--- src/rtl/dmem_arbiter.sv ---
// dmem_arbiter: CPU/DMA data-memory port arbiter with locked DMA bursts and perf counters.
// Grant is combinational; the DMA starvation guard is compiled in by DMEM_ARB_STARVE_GUARD_EN.
module dmem_arbiter #(
    parameter int STARVE_LIMIT = 8,
    parameter int BURST_MAX    = 16
) (
    input  logic        clk,
    input  logic        reset_n,
    input  logic        cpu_req,
    input  logic        cpu_we,
    input  logic [31:0] cpu_addr,
    input  logic [31:0] cpu_wdata,
    output logic        cpu_stall,
    input  logic        dma_req,
    input  logic        dma_we,
    input  logic        dma_lock,
    input  logic [31:0] dma_addr,
    input  logic [31:0] dma_wdata,
    output logic        dma_gnt,
    output logic        mem_we,
    output logic [31:0] mem_addr,
    output logic [31:0] mem_wdata,
    output logic [31:0] cpu_xfers,
    output logic [31:0] dma_xfers,
    output logic [31:0] stall_cycles
);

    localparam logic       CPU_PRI   = 1'b0;
    localparam logic       DMA_OWN   = 1'b1;
    localparam logic [7:0] BURST_LIM = 8'(BURST_MAX);

    if (STARVE_LIMIT < 1 || STARVE_LIMIT > 255) begin : g_bad_starve
        $error("dmem_arbiter: STARVE_LIMIT out of range 1..255");
    end
    if (BURST_MAX < 1 || BURST_MAX > 255) begin : g_bad_burst
        $error("dmem_arbiter: BURST_MAX out of range 1..255");
    end

    logic        r_state;
    logic [7:0]  r_beat_cnt;
    logic [31:0] r_cpu_xfers;
    logic [31:0] r_dma_xfers;
    logic [31:0] r_stall_cycles;
    logic        w_forced;
    logic        w_cpu_gnt;
    logic        w_dma_gnt;
    logic        w_stall;
    logic [7:0]  w_beat_nxt;

`ifdef DMEM_ARB_STARVE_GUARD_EN
    localparam logic [7:0] STARVE_LIM = 8'(STARVE_LIMIT);
    logic [7:0] r_wait_cnt;

    assign w_forced = (r_state == CPU_PRI) && cpu_req && dma_req && (r_wait_cnt >= STARVE_LIM);

    always_ff @(posedge clk or negedge reset_n) begin
        if (!reset_n) begin
            r_wait_cnt <= '0;
        end else if (w_dma_gnt) begin
            r_wait_cnt <= '0;
        end else if (dma_req) begin
            r_wait_cnt <= r_wait_cnt + 8'd1;
        end
    end
`else
    assign w_forced = 1'b0;
`endif

    // Outputs are gated by reset_n so the port is quiet while reset is held.
    assign w_cpu_gnt  = reset_n && (r_state == CPU_PRI) && cpu_req && !w_forced;
    assign w_dma_gnt  = reset_n && dma_req && ((r_state == DMA_OWN) || !cpu_req || w_forced);
    assign w_stall    = reset_n && cpu_req && !w_cpu_gnt;
    assign w_beat_nxt = r_beat_cnt + 8'd1;

    assign cpu_stall = w_stall;
    assign dma_gnt   = w_dma_gnt;
    assign mem_we    = (w_dma_gnt && dma_we) || (w_cpu_gnt && cpu_we);
    assign mem_addr  = w_dma_gnt ? dma_addr  : (w_cpu_gnt ? cpu_addr  : 32'd0);
    assign mem_wdata = w_dma_gnt ? dma_wdata : (w_cpu_gnt ? cpu_wdata : 32'd0);

    // The beat that opens a burst counts as beat 1, so a burst never exceeds BURST_MAX beats.
    always_ff @(posedge clk or negedge reset_n) begin
        if (!reset_n) begin
            r_state    <= CPU_PRI;
            r_beat_cnt <= '0;
        end else if (r_state == CPU_PRI) begin
            if (w_dma_gnt && dma_lock && !w_forced && (BURST_LIM != 8'd1)) begin
                r_state    <= DMA_OWN;
                r_beat_cnt <= 8'd1;
            end
        end else if (!dma_req || !dma_lock || (w_beat_nxt == BURST_LIM)) begin
            r_state    <= CPU_PRI;
            r_beat_cnt <= '0;
        end else begin
            r_beat_cnt <= w_beat_nxt;
        end
    end

    always_ff @(posedge clk or negedge reset_n) begin
        if (!reset_n) begin
            r_cpu_xfers    <= '0;
            r_dma_xfers    <= '0;
            r_stall_cycles <= '0;
        end else begin
            if (w_cpu_gnt) r_cpu_xfers    <= r_cpu_xfers + 32'd1;
            if (w_dma_gnt) r_dma_xfers    <= r_dma_xfers + 32'd1;
            if (w_stall)   r_stall_cycles <= r_stall_cycles + 32'd1;
        end
    end

    assign cpu_xfers    = r_cpu_xfers;
    assign dma_xfers    = r_dma_xfers;
    assign stall_cycles = r_stall_cycles;

endmodule

--- config.mk ---
export PLATFORM = sky130hd
export DESIGN_NAME = dmem_arbiter
export DESIGN_NICKNAME = d
export VERILOG_FILES = /design/src/rtl/dmem_arbiter.sv
export SDC_FILE = /design/constraint.sdc
export NUM_CORES = 1
export LEC_CHECK = 0
export ABC_CLOCK_PERIOD_IN_PS = 2700
export BUFFER_PORTS_ARGS = -buffer_cell sky130_fd_sc_hd__buf_4
export CELL_PAD_IN_SITES_DETAIL_PLACEMENT = 0
export CELL_PAD_IN_SITES_GLOBAL_PLACEMENT = 2
export CORE_AREA = 2 2 145 147
export CTS_BUF_LIST = sky130_fd_sc_hd__clkbuf_4
export DETAILED_ROUTE_END_ITERATION = 8
export DIE_AREA = 0 0 147 149
export PLACE_DENSITY_LB_ADDON = 0.05
export SLEW_MARGIN = 20
export SYNTH_ARGS = -nofsm -noshare
export SYNTH_HDL_FRONTEND = slang
export SYNTH_SLANG_ARGS = --single-unit
--- constraint.sdc ---
create_clock -name clk -period 2.7 [get_ports clk]
set_clock_uncertainty 0.2 [all_clocks]
set_input_delay 0.54 -clock clk [delete_from_list [all_inputs] [get_ports clk]]
set_output_delay 0.54 -clock clk [all_outputs]
set_load 0.02 [all_outputs]
**Word level (Yosys, flattened, before mapping)**

Index checks and enable logic that the tools add are counted.
W data, S select, Z words.

- Register bits: 105
- Bits in latches: 0
- Memory bits (writable): 0
- Memory bits (read-only): 0
- Input bits: 135
- Output and inout bits: 163
- Logic and storage cells: 39
- Memories kept: 0

- $add $sub $neg: 4
- Multipliers: 0
- Divide/modulo/power cells: 0
- Magnitude comparators: 0
- Equality and inequality tests: 1
- Shifts and indexed selects: 0
- Mux-type cells: 10
- Bitwise gates (word level): 1
- Reductions and logical operators: 18

Operators with widths:

| cell | count |
|---|---|
| $mux W32 | 4 |
| $add A32 B1 Y32 const B | 3 |
| $mux W8 | 3 |
| $logic_and A1 B1 Y1 | 9 |
| $add A8 B1 Y8 const B | 1 |
| $eq A8 B5 Y1 const B | 1 |
| $logic_not A1 Y1 | 4 |
| $logic_or A1 B1 Y1 | 4 |
| $mux W1 | 3 |
| $reduce_bool A2 Y1 | 1 |
| $not A1 Y1 | 1 |

**Depth between registers and ports, before layout**

Gate-level depths: netlist of run 1.

- Word-level depth: 6
- Depth in mapped cells: 8
- Mapped depth without buffers: 7

**Worst setup path before layout of run 1**

No wires, ideal clock.

- Path kind: input to output
- From: input cpu_req
- To: output mem_wdata[13]
- Arrival: 1.751 ns
- Data required time: 1.960 ns
- Path slack: 0.209 ns
- Cell stages on the path: 5
- Path buffers: 2
- Path through: nor2b_1 -> nor2_1 -> buf_2 -> buf_1 -> a22o_1

- Cells in the longest elaborated chain, start to end: 4
- Elaborated cells between the ends (all ways): 6
- Classes of those cells: mux: 2; reduce/logical: 4

RTL lines:

| element | line | source |
|---|---|---|
| from (decl) | 9 | `input logic cpu_req,` |
| $logic_not A1 Y1 | 71 | `assign w_dma_gnt = reset_n && dma_req && ((r_state == DMA_OWN) \|\| !cpu_req \|\| w_forced);` |
| $logic_or A1 B1 Y1 | 71 |  |
| $logic_and A1 B1 Y1 | 71 |  |
| $mux W32 (*) | 79 | `assign mem_wdata = w_dma_gnt ? dma_wdata : (w_cpu_gnt ? cpu_wdata : 32'd0);` |
| to (decl) | 22 | `output logic [31:0] mem_wdata,` |

Mark *: on every way between the ends. The rest lies on a longest branch, timed or not.

**Final worst setup path of run 1**

- From: register r_state
- To: output mem_wdata[3]

- Cells in the longest elaborated chain, start to end: 5
- Elaborated cells between the ends (all ways): 7
- Classes of those cells: mux: 2; bitwise: 1; reduce/logical: 4

RTL lines:

| element | line | source |
|---|---|---|
| from (decl) | 39 | `logic r_state;` |
| from (signal assigned) | 84 | `r_state <= CPU_PRI;` |
| from (signal assigned) | 88 | `r_state <= DMA_OWN;` |
| from (signal assigned) | 92 | `r_state <= CPU_PRI;` |
| $not A1 Y1 | -- |  |
| $logic_and A1 B1 Y1 (2 in a row) | 70 | `assign w_cpu_gnt = reset_n && (r_state == CPU_PRI) && cpu_req && !w_forced;` |
| $mux W32 | 79 |  |
| $mux W32 (*) | 79 |  |

Marked as above.

==> metrics.csv, run 1 <==
metric,value,unit
worstPathCellList,"and3b_4, buf_12, clkbuf_16, a22o_1, buf_6",
synth_area,5430,um^2
grt-busiest-layer,met2,
run_status,"complete, no violations",
die_width,147,um
rsz_0062_raised_after_global_routing,true,
yosys_most_used_dff,sky130_fd_sc_hd__dfrtp_1,
ir_drop,285,uV
syn_inst,500,
cts_made_buffers,9,
cap_viol_max_count,0,
use_met1,20.8,%
clock_tree.root_cell,sky130_fd_sc_hd__clkbuf_4,
layout_cells_sized_above_1,44.9,%
clock_sink_count,105,
cts_max_path_buffers,2,
via_count_of_the_first_global_routing_pass,5151,
pin_count_of_the_biggest_net_entering_global_routing,82,
synth_enable_flop_cells,0,
ys.warnings.count,0,
postSynthAreaPerCell,10.9,um^2
mappedNetlistNets,640,
grt_pass1_wl,29800,um
remaining_drc_errors,0,
route.antenna.remaining_nets,0,
firstDrtPassIters,4,
fin_setup_tns,0,ns
min-delay-path-class,in -> async,
detailroute.via_count,5129,
crit_arrival,1.89,ns
port_buffers,297,
synth_xor_area_share,15.2,%
placed_cell_areas,8070,um^2
setup.worst_path.class,reg -> out,
half_perimeter_wire_length_after_placement,15900,um
powerDensity,508,nW/um^2
timing.final.crit_share,97.4,%
final_nets,957,
synth-compound-area-share,13.8,%
layout-area-overhead-vs-synth,57.9,%
post-route-util,41.7,%
worst_setup_start_kind,flop,
seq_area_frac_synth,48.4,%
grt_use_met2,30.3,%
max_slew_margin,50.2,%
finalHoldViolCount,0,
number_of_antenna_violations_at_the_first_check_in_global_routing,1,
worst-endpoint-required,1.96,ns
transition_at_the_pin_with_the_smallest_max_transition_slack,0.747,ns
dieArea,21900,um^2
die-height,149,um
row_count,53,
totalWireLength,20500,um
post_synth_num_cell_types,51,
minimum_clock_period,2.63,ns
cp.buffers_inverters,3,
post_synth_fa_ha_maj_area_fraction,1.15,%
ctsHtreeMaxLevel,3,
clock_insertion_delay_worst_skew,0.49,ns
clk_transition_reported_paths,0.17,ns
postSynthRegisterBits,105,
total_grt_overflow,0,
maximum_clock_rate,0.380,GHz
timing.critical_path.slowest_cell_delay,0.49,ns
worst-path-stages,5,
finalInstanceArea,8580,um^2
cp_slowest_cell,sky130_fd_sc_hd__dfrtp_2,
drt-wirelength-per-cell,18.7,um
postSynth.asyncResetShare,100,%
num-fill-cells,2047,
finalMaxSlewViolations,0,
gpl.final_weighted_congestion,0.845,
gr-usage-all-layers,17.6,%
cp_max_fo,13,
crit_family,flip-flops,
cp-end-kind,output port,
io_pins,298,
clock_tree_from_tritoncts,done,
floorplan_core_area,20600,um^2
global_route.usage.met3,6.06,%
avgViaCountPerCell,4.67,
initial_utilization,26.4,%
largest_family_of_logic_cells_by_synthesized_area,simple AND/OR/NAND/NOR gates,
reg2reg_depth,7,
setup_violations,0,
power.leakage,4.37,nW
synth_simple_gate_area_share,18.7,%
synth_mux_area_share,0.622,%
detail_route.iter0.violations,180,
[registers in the layout (all words and copies together), names as in the netlist]
name / flops
r_beat_cnt: 8
cpu_xfers: 32
dma_xfers: 32
stall_cycles: 32
r_state: 1
[kinds of logic after synthesis]
kind of cell / count (synthesis)
adder cells (fa/ha/maj): 5
AND/OR/NAND/NOR: 177
XOR/XNOR: 94
buffers and inverters: 29
flip-flops: 105
multiplexers: 3
AO/OA/AOI/OAI: 87
[worst reg2reg max path: cells and delay by family, from the launching register on]
family	cells	cell delay, ns
AOI/OAI and AO/OA	4	1.12
DFF	1	0.50
adders and majority gates	1	0.29
and+or+nand+nor	2	0.23
[cells in the final DEF, fill, tap and decap left out, drive strengths merged, types with 12 or more instances in the layout]
cell type / count
and3: 20
dfrtp: 105
xor2: 29
a22o: 65
inv: 13
nor2: 24
nand4: 18
buf: 320
clkbuf: 13
xnor2: 65
nand3: 39
nand2: 37
and4: 12
[report_power, final]
| part | total (W) | switching [W] | internal [W] |
|---|---|---|---|
| combinational | 0.00163 | 0.000828 | 0.000802 |
| clock | 0.000852 | 0.000559 | 0.000293 |
| sequential | 0.00188 | 0.000177 | 0.00170 |
[worst paths after layout]
path | start | endpoint | slack [ns]
worst max-delay path | r_state$_DFF_PN0_ | mem_wdata[3] | 0.07
worst min-delay path | reset_n | dma_xfers[20]$_DFFE_PN0P_ | 0.02
worst max register to register | r_beat_cnt[1]$_DFFE_PN0P_ | r_beat_cnt[3]$_DFFE_PN0P_ | 0.26
worst min register to register | dma_xfers[31]$_DFFE_PN0P_ | dma_xfers[31]$_DFFE_PN0P_ | 0.28
max in group asynchronous | reset_n | r_state$_DFF_PN0_ | 1.40
min in group clk | dma_req | r_state$_DFF_PN0_ | 0.24
[routing by layer]
metal	vias up	share of wire (%)	wire length [um]
met4	0	2.2	451
met1	2477	38	7850
li1	2438	-	-
met5	-	0	0
met3	22	8.2	1670
met2	192	51	10500
[timing repair]
item | 4_1_cts | 5_1_grt
hold buffers | 1 | 0
setup buffers | 1 | 3
setup endpoints to repair | 65 | 60
gates resized for setup | 9 | 31
pin swaps | 0 | 4
cloned | 0 | 6
endpoints found under the hold margin | 24 | 0
[final cells by class]
cell class | count | area (um^2) | share of cell area (%)
inverters | 10 | 37.5 | 0.438
repair buffers | 325 | 2660 | 31.1
clock buffers | 9 | 67.6 | 0.788
diodes | 1 | 2.50 | 0.0292
clock inverters | 7 | 76.3 | 0.890
well taps | 275 | 344 | 4.01
multi-input cells | 366 | 2760 | 32.1
flip-flops and latches | 105 | 2630 | 30.6
[synth_stat cells, types with 2 or more instances]
cell / number / share of area, %
sky130_fd_sc_hd__xnor2_1: 65 / 10
sky130_fd_sc_hd__buf_2: 5 / 0.46
sky130_fd_sc_hd__inv_1: 10 / 0.69
sky130_fd_sc_hd__nor3_4: 2 / 0.60
sky130_fd_sc_hd__nand4_1: 17 / 2.0
sky130_fd_sc_hd__and3_1: 17 / 2.0
sky130_fd_sc_hd__nand3_1: 38 / 3.5
sky130_fd_sc_hd__a31oi_1: 2 / 0.23
sky130_fd_sc_hd__nand2_1: 37 / 2.6
sky130_fd_sc_hd__o21ai_0: 6 / 0.55
sky130_fd_sc_hd__a22o_1: 65 / 10
sky130_fd_sc_hd__nor4_2: 2 / 0.46
sky130_fd_sc_hd__dfrtp_1: 105 / 48
sky130_fd_sc_hd__nor3_2: 2 / 0.37
sky130_fd_sc_hd__and4_1: 11 / 1.8
sky130_fd_sc_hd__xor2_1: 29 / 4.7
sky130_fd_sc_hd__and3_4: 2 / 0.41
sky130_fd_sc_hd__ha_1: 5 / 1.2
sky130_fd_sc_hd__o21bai_1: 2 / 0.28
sky130_fd_sc_hd__clkbuf_1: 12 / 0.83
sky130_fd_sc_hd__nor2_1: 23 / 1.6
sky130_fd_sc_hd__nor2b_1: 3 / 0.35
sky130_fd_sc_hd__mux2_2: 3 / 0.62
sky130_fd_sc_hd__and2_1: 10 / 1.2
[per-stage QoR]
step | instances | setup slack (ns) | hold slack, ns | total power [W]
global placement | 1070 | 0.183 | 0.166 | 0.00337
finish | 1098 | 0.0697 | 0.0235 | 0.00436
detailed placement | 1070 | 0.158 | 0.167 | 0.00339
global route | 1098 | -0.0483 | 0.0573 | 0.00463
floorplan | 500 | 0.209 | 0.0444 | 0.00260
CTS | 1088 | -0.0000326 | 0.176 | 0.00430
Power figures use the tool's default switching activity.
==> run 2, diff against run 1 <==
Settings changed: HOLD_SLACK_MARGIN from default to 0.1.
==> run 2 against run 1 <==
- register-to-register slack barely moved
- design area rose by 0.12%
- cell count about the same
- critical endpoint unchanged
- critical path depth did not move
- hold slack better by 0.22 ns
- sequential power is essentially flat
- core utilization about the same
- worst setup slack worse by 0.0066 ns
- global-route usage unchanged
- combinational power is essentially flat
==> metrics.csv, run 2 (synthesis gave the netlist of run 1 again) <==
metric,value,unit,change
run_status,"complete, no violations",,
most_frequent_standard_cell_in_the_layout_excluding_fill_and_tap_cells,sky130_fd_sc_hd__buf_4,,
rsz_0062_raised_after_global_routing,true,,
dieArea,21900,um^2,unchanged
crit_arrival,1.90,ns,about the same
reg_to_reg_start,r_beat_cnt[1]$_DFFE_PN0P_,,
remaining_drc_errors,0,,unchanged
min-delay-start,dma_req,,
row_count,53,,unchanged
dr_wl_met2,10500,um,-0.12%
power.leakage,4.37,nW,about the same
detailroute.via_count,5143,,+0.27%
place_ws,0.158,ns,unchanged
powerDensity,508,nW/um^2,about the same
clock_sink_count,105,,unchanged
io_pins,298,,unchanged
power,0.00436,W,about the same
maximum_clock_rate,0.379,GHz,-0.25%
grt_pass1_wl,29800,um,unchanged
setup.reg_to_reg.worst_slack,0.27,ns,about the same
timing.final.crit_share,97.7,%,+0.25 points
minimum_clock_period,2.64,ns,+0.00662 ns
half_perimeter_wire_length_after_placement,15900,um,unchanged
clock_tree.root_cell,sky130_fd_sc_hd__clkbuf_4,,
min-delay-path-class,in -> reg,,
route.antenna.remaining_nets,0,,unchanged
pin_count_of_the_biggest_net_entering_global_routing,82,,unchanged
highest-signal-layer,met4,,
gpl.final_weighted_congestion,0.845,,unchanged
worst_hold_path.num_cells,4,,
finalMaxSlewViolations,0,,unchanged
detail_route.iter0.violations,181,,+0.56%
worstPathCellList,"and3b_4, buf_12, clkbuf_16, a22o_1, buf_6",,
layout_cells_sized_above_1,44.8,%,-0.055 points
cts_max_path_buffers,2,,unchanged
placed_cell_areas,8070,um^2,unchanged
floorplan_core_area,20600,um^2,unchanged
ir_drop,285,uV,-0.13%
transition_at_the_pin_with_the_smallest_max_transition_slack,0.748,ns,+0.00125 ns
total_grt_overflow,0,,unchanged
gr-usage-all-layers,17.6,%,unchanged
firstDrtPassIters,4,,unchanged
hold_end,r_state$_DFF_PN0_,,
cts_made_buffers,9,,unchanged
ctsHtreeMaxLevel,3,,unchanged
cp_max_fo,13,,unchanged
setup.worst_path.class,reg -> out,,
finalHoldViolCount,0,,unchanged
critical_path.reg2reg.endpoint,r_beat_cnt[3]$_DFFE_PN0P_,,
avgViaCountPerCell,4.68,,+0.18%
reg2reg_depth,7,,unchanged
port_buffers,297,,unchanged
cp-end-kind,output port,,
clk_transition_reported_paths,0.16,ns,about the same
clock_tree_from_tritoncts,done,,
worst_setup_start_kind,flop,,
cap_viol_max_count,0,,unchanged
final_nets,958,,+0.10%
post-route-util,41.8,%,+0.049 points
cp_slowest_cell,sky130_fd_sc_hd__dfrtp_2,,
drt-wirelength-per-cell,18.7,um,-0.11%
number_of_antenna_violations_at_the_first_check_in_global_routing,1,,unchanged
detail_route.wirelength.met1,8040,um,+2.4%
timing.critical_path.slowest_cell_delay,0.49,ns,about the same
die-height,149,um,unchanged
initial_utilization,26.4,%,unchanged
die_width,147,um,unchanged
layout_common_cells,"sky130_fd_sc_hd__buf_4 (290), sky130_fd_sc_hd__dfrtp_1 (104), sky130_fd_sc_hd__xnor2_1 (65)",,
finalInstanceArea,8590,um^2,+0.12%
fin_setup_tns,0,ns,unchanged
setup_violations,0,,unchanged
totalWireLength,20500,um,about the same
final.setup.worst_slack,0.0631,ns,-0.00662 ns
clock_insertion_delay_worst_skew,0.49,ns,about the same
layout-area-overhead-vs-synth,58.1,%,
max_slew_margin,50.1,%,-0.084 points
met3_length,1510,um,-9.8%
via_count_of_the_first_global_routing_pass,5151,,unchanged
worst-endpoint-required,1.96,ns,about the same
## run 2: changes by cell type in the layout (fill, tap and decap cells not counted), sizes merged
| cell | previous run | this run |
|---|---|---|
| dlygate4sd3 | 1 | 2 |
## run 2: report_power, final
part | internal, W | switching [W]
clock network | 0.000293 | 0.000560
logic | 0.000802 | 0.000828
registers | 0.00170 | 0.000177
total | 0.00280 | 0.00157
## run 2: per-layer routing
layer | up-vias | track usage (%)
li1 | 2442 | -
met1 | 2494 | 20.8
met2 | 185 | 30.3
met3 | 22 | 6.06
met4 | 0 | 5.63
met5 | - | 0
## run 2: worst max-delay path by stage
stage / depth (start not counted) / end / slack [ns] / start
2_1_floorplan: 5 / mem_wdata[13] / 0.21 / cpu_req
3_3_place_gp: 6 / mem_wdata[0] / 0.18 / cpu_req
3_5_place_dp: 6 / mem_addr[30] / 0.16 / cpu_req
4_1_cts: 4 / mem_wdata[0] / -0.00003 / r_state$_DFF_PN0_
5_1_grt: 5 / mem_wdata[3] / -0.05 / r_state$_DFF_PN0_
6_report: 5 / mem_wdata[3] / 0.06 / r_state$_DFF_PN0_
## run 2: timing repair
item,4_1_cts,5_1_grt
pin swaps,0,4
resized for setup,9,31
buffers inserted,1,3
endpoints found under the setup margin,65,60
hold buffers,1,1
hold endpoints to repair,24,56
gates cloned,0,6
## run 2: through the flow
| stage | std cells | hold WS [ns] |
|---|---|---|
| CTS | 1088 | 0.176 |
| global route | 1099 | 0.226 |
| detailed placement | 1070 | 0.167 |
| floorplan | 500 | 0.0444 |
| finish | 1099 | 0.242 |
| global placement | 1070 | 0.166 |
## run 2: final cells by class
type,instances,area [um^2]
Multi-Input combinational cell,366,2760
Sequential cell,105,2630
Clock buffer,9,67.6
Antenna cell,1,2.50
Tap cell,275,344
Inverter,10,37.5
Fill cell,2046,12000
Timing Repair Buffer,326,2670
Clock inverter,7,76.3
## run 2: critical path, delay by kind of cell (launching register included)
family                 cells  cell delay (ns)
buffers and inverters      3             0.46
flip-flops                 1             0.49
AO/OA/AOI/OAI              1             0.15
AND/OR/NAND/NOR            1             0.33
==> run 3, diff against run 2 <==
Settings changed: GPL_TIMING_DRIVEN from default to 0.
==> run 3 against run 2 <==
- design area shrank 1.0%
- sequential share of layout area grew 0.32 points
- non-clock buffer count is the same
- core utilization shrank 0.44 points
- hold slack gained 0.029 ns
- critical path depth grew 1
- via count shrank 1.1%
- count of clock-buffer cells in the layout is the same
- register-to-register slack lost 0.05 ns
- global-route usage grew 0.39 points
- flip-flop and latch count is the same
- highest routed layer unchanged
==> metrics.csv, run 3 (synthesis gave the netlist of run 1 again) <==
metric,value,unit,change
run_status,"complete, no violations",,
die_width,147,um,unchanged
transition_at_the_pin_with_the_smallest_max_transition_slack,0.766,ns,+0.0178 ns
avgViaCountPerCell,4.63,,-1.0%
die-height,149,um,unchanged
worst_setup_start_kind,flop,,
ctsHtreeMaxLevel,3,,unchanged
ir_drop,158,uV,-45%
cts_made_buffers,9,,unchanged
highest-signal-layer,met4,,
detail_route.iter0.violations,165,,-8.8%
most_frequent_standard_cell_in_the_layout_excluding_fill_and_tap_cells,sky130_fd_sc_hd__buf_4,,
finalMaxSlewViolations,0,,unchanged
final_nets,958,,unchanged
min-delay-path-class,in -> reg,,
firstDrtPassIters,4,,unchanged
remaining_drc_errors,0,,unchanged
detailroute.via_count,5086,,-1.1%
cap_viol_max_count,0,,unchanged
grt_pass1_wl,30300,um,+1.8%
powerDensity,521,nW/um^2,+2.6%
row_count,53,,unchanged
setup.worst_path.class,reg -> out,,
drt-wirelength-per-cell,18.3,um,-1.7%
cp_max_fo,7,,-6
clock_tree.root_cell,sky130_fd_sc_hd__clkbuf_4,,
port_buffers,297,,unchanged
reg2reg_depth,7,,unchanged
detail_route.wirelength.met1,7920,um,-1.4%
half_perimeter_wire_length_after_placement,15900,um,about the same
layout_cells_sized_above_1,43.9,%,-0.92 points
gpl.final_weighted_congestion,0.820,,-2.9%
rsz_0062_raised_after_global_routing,true,,
layout-area-overhead-vs-synth,56.4,%,
max_slew_margin,48.3,%,-1.9 points
hold-worst-slack,0.270,ns,+0.0285 ns
cts_max_path_buffers,2,,unchanged
met3_length,1380,um,-8.9%
post-route-util,41.3,%,-0.44 points
cp-end-kind,output port,,
clock_insertion_delay_worst_skew,0.45,ns,-0.04 ns
gr-usage-all-layers,18.0,%,+0.39 points
floorplan_core_area,20600,um^2,unchanged
pin_count_of_the_biggest_net_entering_global_routing,55,,-33%
initial_utilization,26.4,%,unchanged
number_of_antenna_violations_at_the_first_check_in_global_routing,1,,unchanged
via_count_of_the_first_global_routing_pass,5231,,+1.6%
clk_transition_reported_paths,0.16,ns,about the same
total_grt_overflow,0,,unchanged
dieArea,21900,um^2,unchanged
dr_wl_met2,10300,um,-2.3%
maximum_clock_rate,0.383,GHz,+0.90%
worst_hold_path.num_cells,4,,unchanged
place_ws,-1.34,ns,-1.50 ns
route.antenna.remaining_nets,0,,unchanged
minimum_clock_period,2.61,ns,-0.0236 ns
finalHoldViolCount,0,,unchanged
worst-endpoint-required,1.96,ns,about the same
totalWireLength,20100,um,-1.8%
clock_tree_from_tritoncts,done,,
num-fill-cells,2095,,+2.4%
crit_arrival,1.87,ns,-0.03 ns
setup_violations,0,,unchanged
final.setup.worst_slack,0.0867,ns,+0.0236 ns
timing.final.crit_share,96.8,%,-0.87 points
clock_sink_count,105,,unchanged
layout_common_cells,"sky130_fd_sc_hd__buf_4 (292), sky130_fd_sc_hd__dfrtp_1 (104), sky130_fd_sc_hd__xnor2_1 (65)",,
power.leakage,4.36,nW,-0.36%
io_pins,298,,unchanged
[run 3: cell count changes in the layout (fill, tap and decap cells not counted), sizes merged]
cell	previous run	this run
inv	13	11
buf	320	314
clkinvlp	1	0
bufinv	1	3
clkbuf	13	18
bufbuf	0	1
[run 3: path summary, 6_finish.rpt]
| check | startpoint | slack, ns | endpoint |
|---|---|---|---|
| worst max-delay path | r_state$_DFF_PN0_ | 0.09 | mem_wdata[16] |
| worst min-delay path | dma_lock | 0.27 | r_state$_DFF_PN0_ |
| worst max register to register | r_beat_cnt[0]$_DFFE_PN0P_ | 0.22 | r_beat_cnt[3]$_DFFE_PN0P_ |
| worst min register to register | stall_cycles[31]$_DFFE_PN0P_ | 0.28 | stall_cycles[31]$_DFFE_PN0P_ |
| max in group asynchronous | reset_n | 1.51 | r_state$_DFF_PN0_ |
| min in group asynchronous | reset_n | 0.53 | stall_cycles[3]$_DFFE_PN0P_ |
[run 3: layout make-up]
class | instances | area (um^2) | area share [%]
Tap cell | 275 | 344 | 4.05
Clock buffer | 9 | 67.6 | 0.795
Buffer | 18 | 163 | 1.91
Sequential cell | 105 | 2630 | 30.9
Inverter | 10 | 37.5 | 0.442
Multi-Input combinational cell | 366 | 2710 | 31.9
Timing Repair Buffer | 308 | 2440 | 28.7
Clock inverter | 6 | 106 | 1.25
Antenna cell | 1 | 2.50 | 0.0294
[run 3: critical path, cell delays in order (launching register included)]
cell and delay (ns):
sky130_fd_sc_hd__dfrtp_2 0.45, sky130_fd_sc_hd__and3b_1 0.20, sky130_fd_sc_hd__buf_6 0.14, sky130_fd_sc_hd__clkbuf_16 0.16, sky130_fd_sc_hd__clkbuf_16 0.15, sky130_fd_sc_hd__a22o_1 0.20, sky130_fd_sc_hd__buf_6 0.13
[run 3: timing repair]
action / CTS / global route
hold buffers: 3 / 0
setup endpoints to repair: 84 / 56
buffers inserted: 5 / 1
cloned: 1 / 1
resized for setup: 44 / 8
hold endpoints to repair: 105 / 0
pin swaps: 1 / 2
[run 3: power by group]
group	internal, W	switching, W
logic	0.000747	0.000797
registers	0.00170	0.000186
clock network	0.000462	0.000533
total	0.00291	0.00152
[run 3: per-stage QoR]
step	setup TNS, ns	total power (W)	cells	instance area [um^2]
after global placement	-155.73	0.00334	1072	8010
after detailed placement	-107.06	0.00337	1072	8010
after CTS	0	0.00450	1096	8470
after global routing	-0.0678	0.00470	1098	8500
after floorplan	0	0.00260	500	5430
final	0	0.00443	1098	8500
[run 3: metal layers]
layer | vias up | global-route usage (%)
met5 | - | 0
met4 | 0 | 6.49
met3 | 24 | 4.92
met2 | 173 | 31.6
met1 | 2449 | 21.2
li1 | 2440 | -
